### src/rtl/fetch_stage.sv
// Instruction-fetch stage: PC register, word-addressed instruction memory with a
// back-door load port, and the IF/ID pipeline register with stall/redirect control.
module fetch_stage #(
  parameter int unsigned IMEM_AW  = 6,
  parameter logic [31:0] RESET_PC = 32'h0000_0000
) (
  input  logic               clk,
  input  logic               rst,
  input  logic               stall,
  input  logic               redirect,
  input  logic [31:0]        redirect_pc,
  input  logic               imem_we,
  input  logic [IMEM_AW-1:0] imem_waddr,
  input  logic [31:0]        imem_wdata,
  output logic [31:0]        pc,
  output logic [31:0]        if_id_instr,
  output logic [31:0]        if_id_pc4,
  output logic               if_id_valid,
  output logic [31:0]        fetch_count
);

  localparam int unsigned DEPTH = 2 ** IMEM_AW;

  logic [31:0] imem [DEPTH];
  logic [31:0] fetch_word;
  logic [31:0] pc_plus4;

  // Upper PC bits are dropped by the index slice, so fetches alias modulo DEPTH.
  assign fetch_word = imem[pc[IMEM_AW+1:2]];
  assign pc_plus4   = pc + 32'd4;

  // Memory is never reset and is written regardless of pipeline control.
  always_ff @(posedge clk) begin
    if (imem_we) begin
      imem[imem_waddr] <= imem_wdata;
    end
  end

  always_ff @(posedge clk) begin
    if (rst) begin
      pc          <= RESET_PC;
      if_id_instr <= '0;
      if_id_pc4   <= '0;
      if_id_valid <= 1'b0;
      fetch_count <= '0;
    end else if (redirect) begin
      pc          <= redirect_pc & 32'hFFFF_FFFC;
      if_id_instr <= '0;
      if_id_pc4   <= '0;
      if_id_valid <= 1'b0;
    end else if (!stall) begin
      pc          <= pc_plus4;
      if_id_instr <= fetch_word;
      if_id_pc4   <= pc_plus4;
      if_id_valid <= 1'b1;
      fetch_count <= fetch_count + 32'd1;
    end
  end

endmodule

### config.mk
export PLATFORM = sky130hd
export DESIGN_NAME = fetch_stage
export DESIGN_NICKNAME = d
export VERILOG_FILES = /design/src/rtl/fetch_stage.sv
export SDC_FILE = /design/constraint.sdc
export NUM_CORES = 2
export LEC_CHECK = 0
export CORE_MARGIN = 4
export CORE_UTILIZATION = 35
export DETAILED_ROUTE_END_ITERATION = 12
export GPL_TIMING_DRIVEN = 1
export PLACE_DENSITY_LB_ADDON = 0.15
export SETUP_SLACK_MARGIN = 0.1
export SYNTH_ARGS = -nofsm -noshare
export SYNTH_HDL_FRONTEND = slang
export SYNTH_SLANG_ARGS = --single-unit
### constraint.sdc
create_clock -name clk -period 9.15 [get_ports clk]
set_clock_uncertainty 0.05 [all_clocks]
set_input_delay 0.915 -clock clk [delete_from_list [all_inputs] [get_ports clk]]
set_output_delay 0.915 -clock clk [all_outputs]
set_load 0.05 [all_outputs]
### After elaboration in Yosys (flattened, before gate mapping)

Memory sizes are Yosys's and may differ from the RTL's. A register that Yosys moved wholly into a read port is not among the register bits.
Index checks and enable logic that the tools add are counted.

| cells by class | value |
|---|---|
| add/subtract/negate cells | 2 |
| equal/unequal tests | 1 |
| muxes and demuxes | 4 |
| bitwise logic cells | 2 |
| reductions and logical operators | 3 |

Operators by type and width:

| kind | number |
|---|---|
| 2-to-1 mux 32 bit | 2 |
| adder 32 x 1 -> 32 bit, second input constant | 1 |
| adder 32 x 3 -> 32 bit, second input constant | 1 |
| 2-to-1 mux 1 bit | 2 |
| != test 2 x 1 -> 1 bit, second input constant | 1 |
| NOT 1 bit | 2 |
| AND reduction 2 bit | 1 |
| OR reduction 2 bit | 1 |
| zero test 1 bit | 1 |

| word-level totals | value |
|---|---|
| register bits | 97 |
| memory bits (writable) | 2,048 |
| input bits | 75 |
| output and inout bits | 129 |
| word-level logic and storage cells | 18 |
| memories kept | 1 |

Memories:

| name | depth | width | rd ports | clocked after Yosys merged registers in | write ports | line | RTL |
|---|---|---|---|---|---|---|---|
| imem | 64 | 32 | 1 | 1 | 1 | 24 | `logic [31:0] imem [DEPTH];` |

### Longest topological paths before layout

| logic depth | value |
|---|---|
| depth in word-level cells | 3 |
| gate-level depth with buffers | 10 |
| depth with buffers taken out | 6 |

### Worst setup path before layout

OpenSTA, ideal clock, no wires.

| path | value |
|---|---|
| path type | input port to flip-flop |
| start point | input port imem_waddr[4] |
| end point | memory imem[32][0] (enable) |
| setup time | 0.461 ns |
| arrival time | 3.761 ns |
| data required time | 8.639 ns |
| slack | 4.878 ns |
| cell stages on the path | 4 |
| buffers on the path | 1 |
| path through | clkbuf_1 -> nor4bb_1 -> nand2b_1 -> nor3_1 |

RTL lines:

| element | line | RTL |
|---|---|---|
| from (decl) | 13 | `input logic [IMEM_AW-1:0] imem_waddr,` |
| to (decl) | 24 |  |

No word-level cell before the write port.

### Final worst setup path

| path | value |
|---|---|
| start point | register pc[5] |
| end point | output port pc[5] |

RTL lines:

| element | line | RTL |
|---|---|---|
| from (decl) | 15 | `output logic [31:0] pc,` |
| from (signal assigned) | 47 | `pc <= redirect_pc & 32'hFFFF_FFFC;` |
| from (signal assigned) | 52 | `pc <= pc_plus4;` |

No word-level cell between the ends.

==> run summary <==
status: finished, final reports clean
most used cell, CP: buf_4
GPL Wtd Cong: 0.775
Tot Pwr: 21.2 mW
core box area: 238000 sq um
share of post-route cells with drive strength above 1: 0.223
WL per Instance: 29.8 um
r2r endpoint: if_id_instr[9]
cells on worst reg2reg path: 7
worst-path cell chain: buf_4 -> buf_4 -> clkdlybuf4s50_1
Critical Path Sink: pc[5]
Num CTS Buffers: 227
Slew @ Worst Pin: 1.18 ns
Worst Setup SP: pc[5]
post-route ant nets: 0
DRT Wirelength: 237000 um
crit path DAT: 3.84 ns
hold crit path type: in2reg
reg2reg start: pc[2]
CP max stage delay: 0.95 ns
yosys warns: 0
Inst Count DP: 7505
Die H: 497 um
CTS tree: done
CP endpoint kind: primary output
pwr dens: 218 nW/um^2
number of buffers on the longest clock path: 3
final hold vios: 0
H-Tree Depth: 4
ys flop type: edfxtp_1
leakage power: 29.4 nW
Die Wd: 497 um
critical path fanouts, max: 35
CTS Hold Bufs: 0
critical path class: reg2out
gr usage total: 0.189
Mean Syn Cell Area: 19.7 sq um
DR pass1 iterations: 5
Top Ports: 204
ys async rst share: 0
initial antenna violation count: 38
DRC: 0
sequential share of the synthesized area: 0.766
sum of negative setup slack: 0 ns
first-pass GRT wire length: 332000 um
highest clock rate: 208 MHz
CP required: 8.19 ns
port bufs: 197
initial core utilization: 0.352
nets@finish: 4644
unique cell type count in the Yosys netlist: 54
FILL cells: 21100
fin cells: 7940
Gate Count Post-Synth: 4251
post-detail-place hpwl: 131000 um
grt total ovfl: 0
Clk Latency, worst-skew pair: 0.87 ns
pins over their slew limit: 0
Post-synth EDFFs: 2048
Setup Buffers After CTS: 0
# clock sinks: 2173
CP Launch Type: register
initial drt markers: 3670
Setup-failing EPs final: 0
pin count of the biggest net entering global routing: 120
register bit total from synthesis: 2173
vias post-DR: 42500
worst rel slew slack: 0.208
clock slew at reported path FFs: 0.06 ns
maximum VDD drop: 0.000183 V
DR vias/cell: 5.36
Cell Area, Synth: 83500 sq um
area grow syn2layout: 16.5%
Tcrit/Tclk final: 0.525
CP max stage cell: clkdlybuf4s50_1
clk root buf: clkbuf_16
RSZ-0062 raised after global routing: no
Die ar.: 247000 sq um
Final min period: 4.81 ns
Worst R2R Setup Slack: 4.95 ns
Max Cap Violations: 0
vias in the first global route: 43500
# resized after CTS: 0
row count: 179
-- worst max-delay path: cells and delay by family, from the launching register on --
kind	cells	cell delay (ns)
buffers and inverters	3	2.20
DFF	1	0.73
-- Yosys cell counts, drive strengths merged (2+ instances only) --
cell type | count | area share
xor2 | 11 | 0.0012
o31ai | 2 | 0.00018
and3 | 5 | 0.00037
o21ai | 34 | 0.0020
nor3 | 19 | 0.0011
o22a | 2 | 0.00021
a221o | 31 | 0.0037
nand3b | 5 | 0.00045
nor4 | 31 | 0.0024
mux2i | 198 | 0.024
nor2b | 8 | 0.00060
o211ai | 30 | 0.0027
or4 | 3 | 0.00027
o221ai | 32 | 0.0034
nand4 | 20 | 0.0015
edfxtp | 2048 | 0.74
nand2b | 8 | 0.00060
a2111oi | 32 | 0.0034
xnor2 | 58 | 0.0061
inv | 12 | 0.00054
a31oi | 2 | 0.00015
a311oi | 8 | 0.00084
nand2 | 145 | 0.0065
dfxtp | 125 | 0.030
ha | 2 | 0.00030
a22oi | 64 | 0.0058
buf | 104 | 0.0059
nor4bb | 2 | 0.00024
and2 | 7 | 0.00052
a21oi | 231 | 0.014
clkbuf | 160 | 0.0072
a31o | 4 | 0.00042
clkinv | 2 | 0.000090
a22o | 23 | 0.0024
mux2 | 92 | 0.012
or3 | 45 | 0.0034
a211oi | 18 | 0.0016
mux4 | 386 | 0.10
o22ai | 59 | 0.0044
and4 | 6 | 0.00063
nand3 | 28 | 0.0017
nor2 | 142 | 0.0064
-- routing by layer --
layer,up-vias,share of wire,global-route usage
met4,0,0.028,0.0546
met2,1177,0.47,0.305
met5,-,0,0
met3,347,0.052,0.0288
met1,22800,0.45,0.268
li1,18200,-,-
-- logic make-up after synthesis --
family          Yosys count  synth area share
buf+inv                 278            0.0137
other cells               1         0.0000449
mux                     676             0.140
simple gates            479            0.0272
xor+xnor                 69           0.00723
flops                  2173             0.766
compound gates          573            0.0451
fa+ha+maj                 2          0.000300
-- flip-flops by register name, indices dropped and copies added, names as in the netlist --
name and flops:
pc 30, if_id_valid 1, if_id_pc4 30, imem 2048
fetch_count 32, if_id_instr 32
-- layout make-up --
| type | instances | area [sq um] | share of cell area |
|---|---|---|---|
| diodes | 8 | 20.0 | 0.000206 |
| clock buffers | 308 | 6100 | 0.0626 |
| clock inverters | 119 | 1180 | 0.0122 |
| inverters | 14 | 55.1 | 0.000566 |
| multi-input cells | 1803 | 18900 | 0.195 |
| flip-flops and latches | 2173 | 64000 | 0.658 |
| well taps | 3167 | 3960 | 0.0407 |
| repair buffers | 348 | 3030 | 0.0311 |
-- stage by stage --
| step | hold WS [ns] | util | area, sq um | worst slack, ns |
|---|---|---|---|---|
| finish | 0.384 | 0.409 | 97300 | 4.34 |
| global route | 0.349 | 0.409 | 97300 | 4.23 |
| CTS | 0.303 | 0.409 | 97300 | 4.26 |
| detailed placement | 0.410 | 0.379 | 90000 | 4.76 |
| global placement | 0.398 | 0.379 | 90000 | 4.76 |
| floorplan | 0.635 | - | 83500 | 4.88 |
-- power by group --
group	total, mW	leakage (nW)	internal (mW)	switching (mW)
Clock	9.01	3.53	5.13	3.88
Combinational	1.18	6.42	0.423	0.761
Sequential	11.0	19.4	11.0	0.0650
Total	21.2	29.4	16.5	4.71
-- how the worst min path moves through the flow --
stage | slack, ns | end | cells after the start | startpoint
global route | 0.35 | pc[29] | 2 | rst
CTS | 0.30 | pc[6] | 2 | rst
global placement | 0.40 | if_id_valid | 1 | if_id_valid
floorplan | 0.64 | if_id_pc4[12] | 2 | if_id_pc4[12]
finish | 0.38 | pc[6] | 2 | rst
detailed placement | 0.41 | if_id_valid | 1 | if_id_valid
-- layout by cell type (no fill, tap or decap), drive strengths merged, types with 34 or more instances in the layout --
cell           synthesis  final
clkbuf               160    308
mux4                 386    386
buf                  104    184
a21oi                231    231
o22ai                 59     59
mux2                  92     92
nor2                 142    142
xnor2                 58     58
clkinv                 2     96
dfxtp                125    125
o21ai                 34     34
clkdlybuf4s50          0    164
or3                   45     45
nand2                145    145
edfxtp              2048   2048
mux2i                198    198
a22oi                 64     64
(Power assumes the default switching activity.)
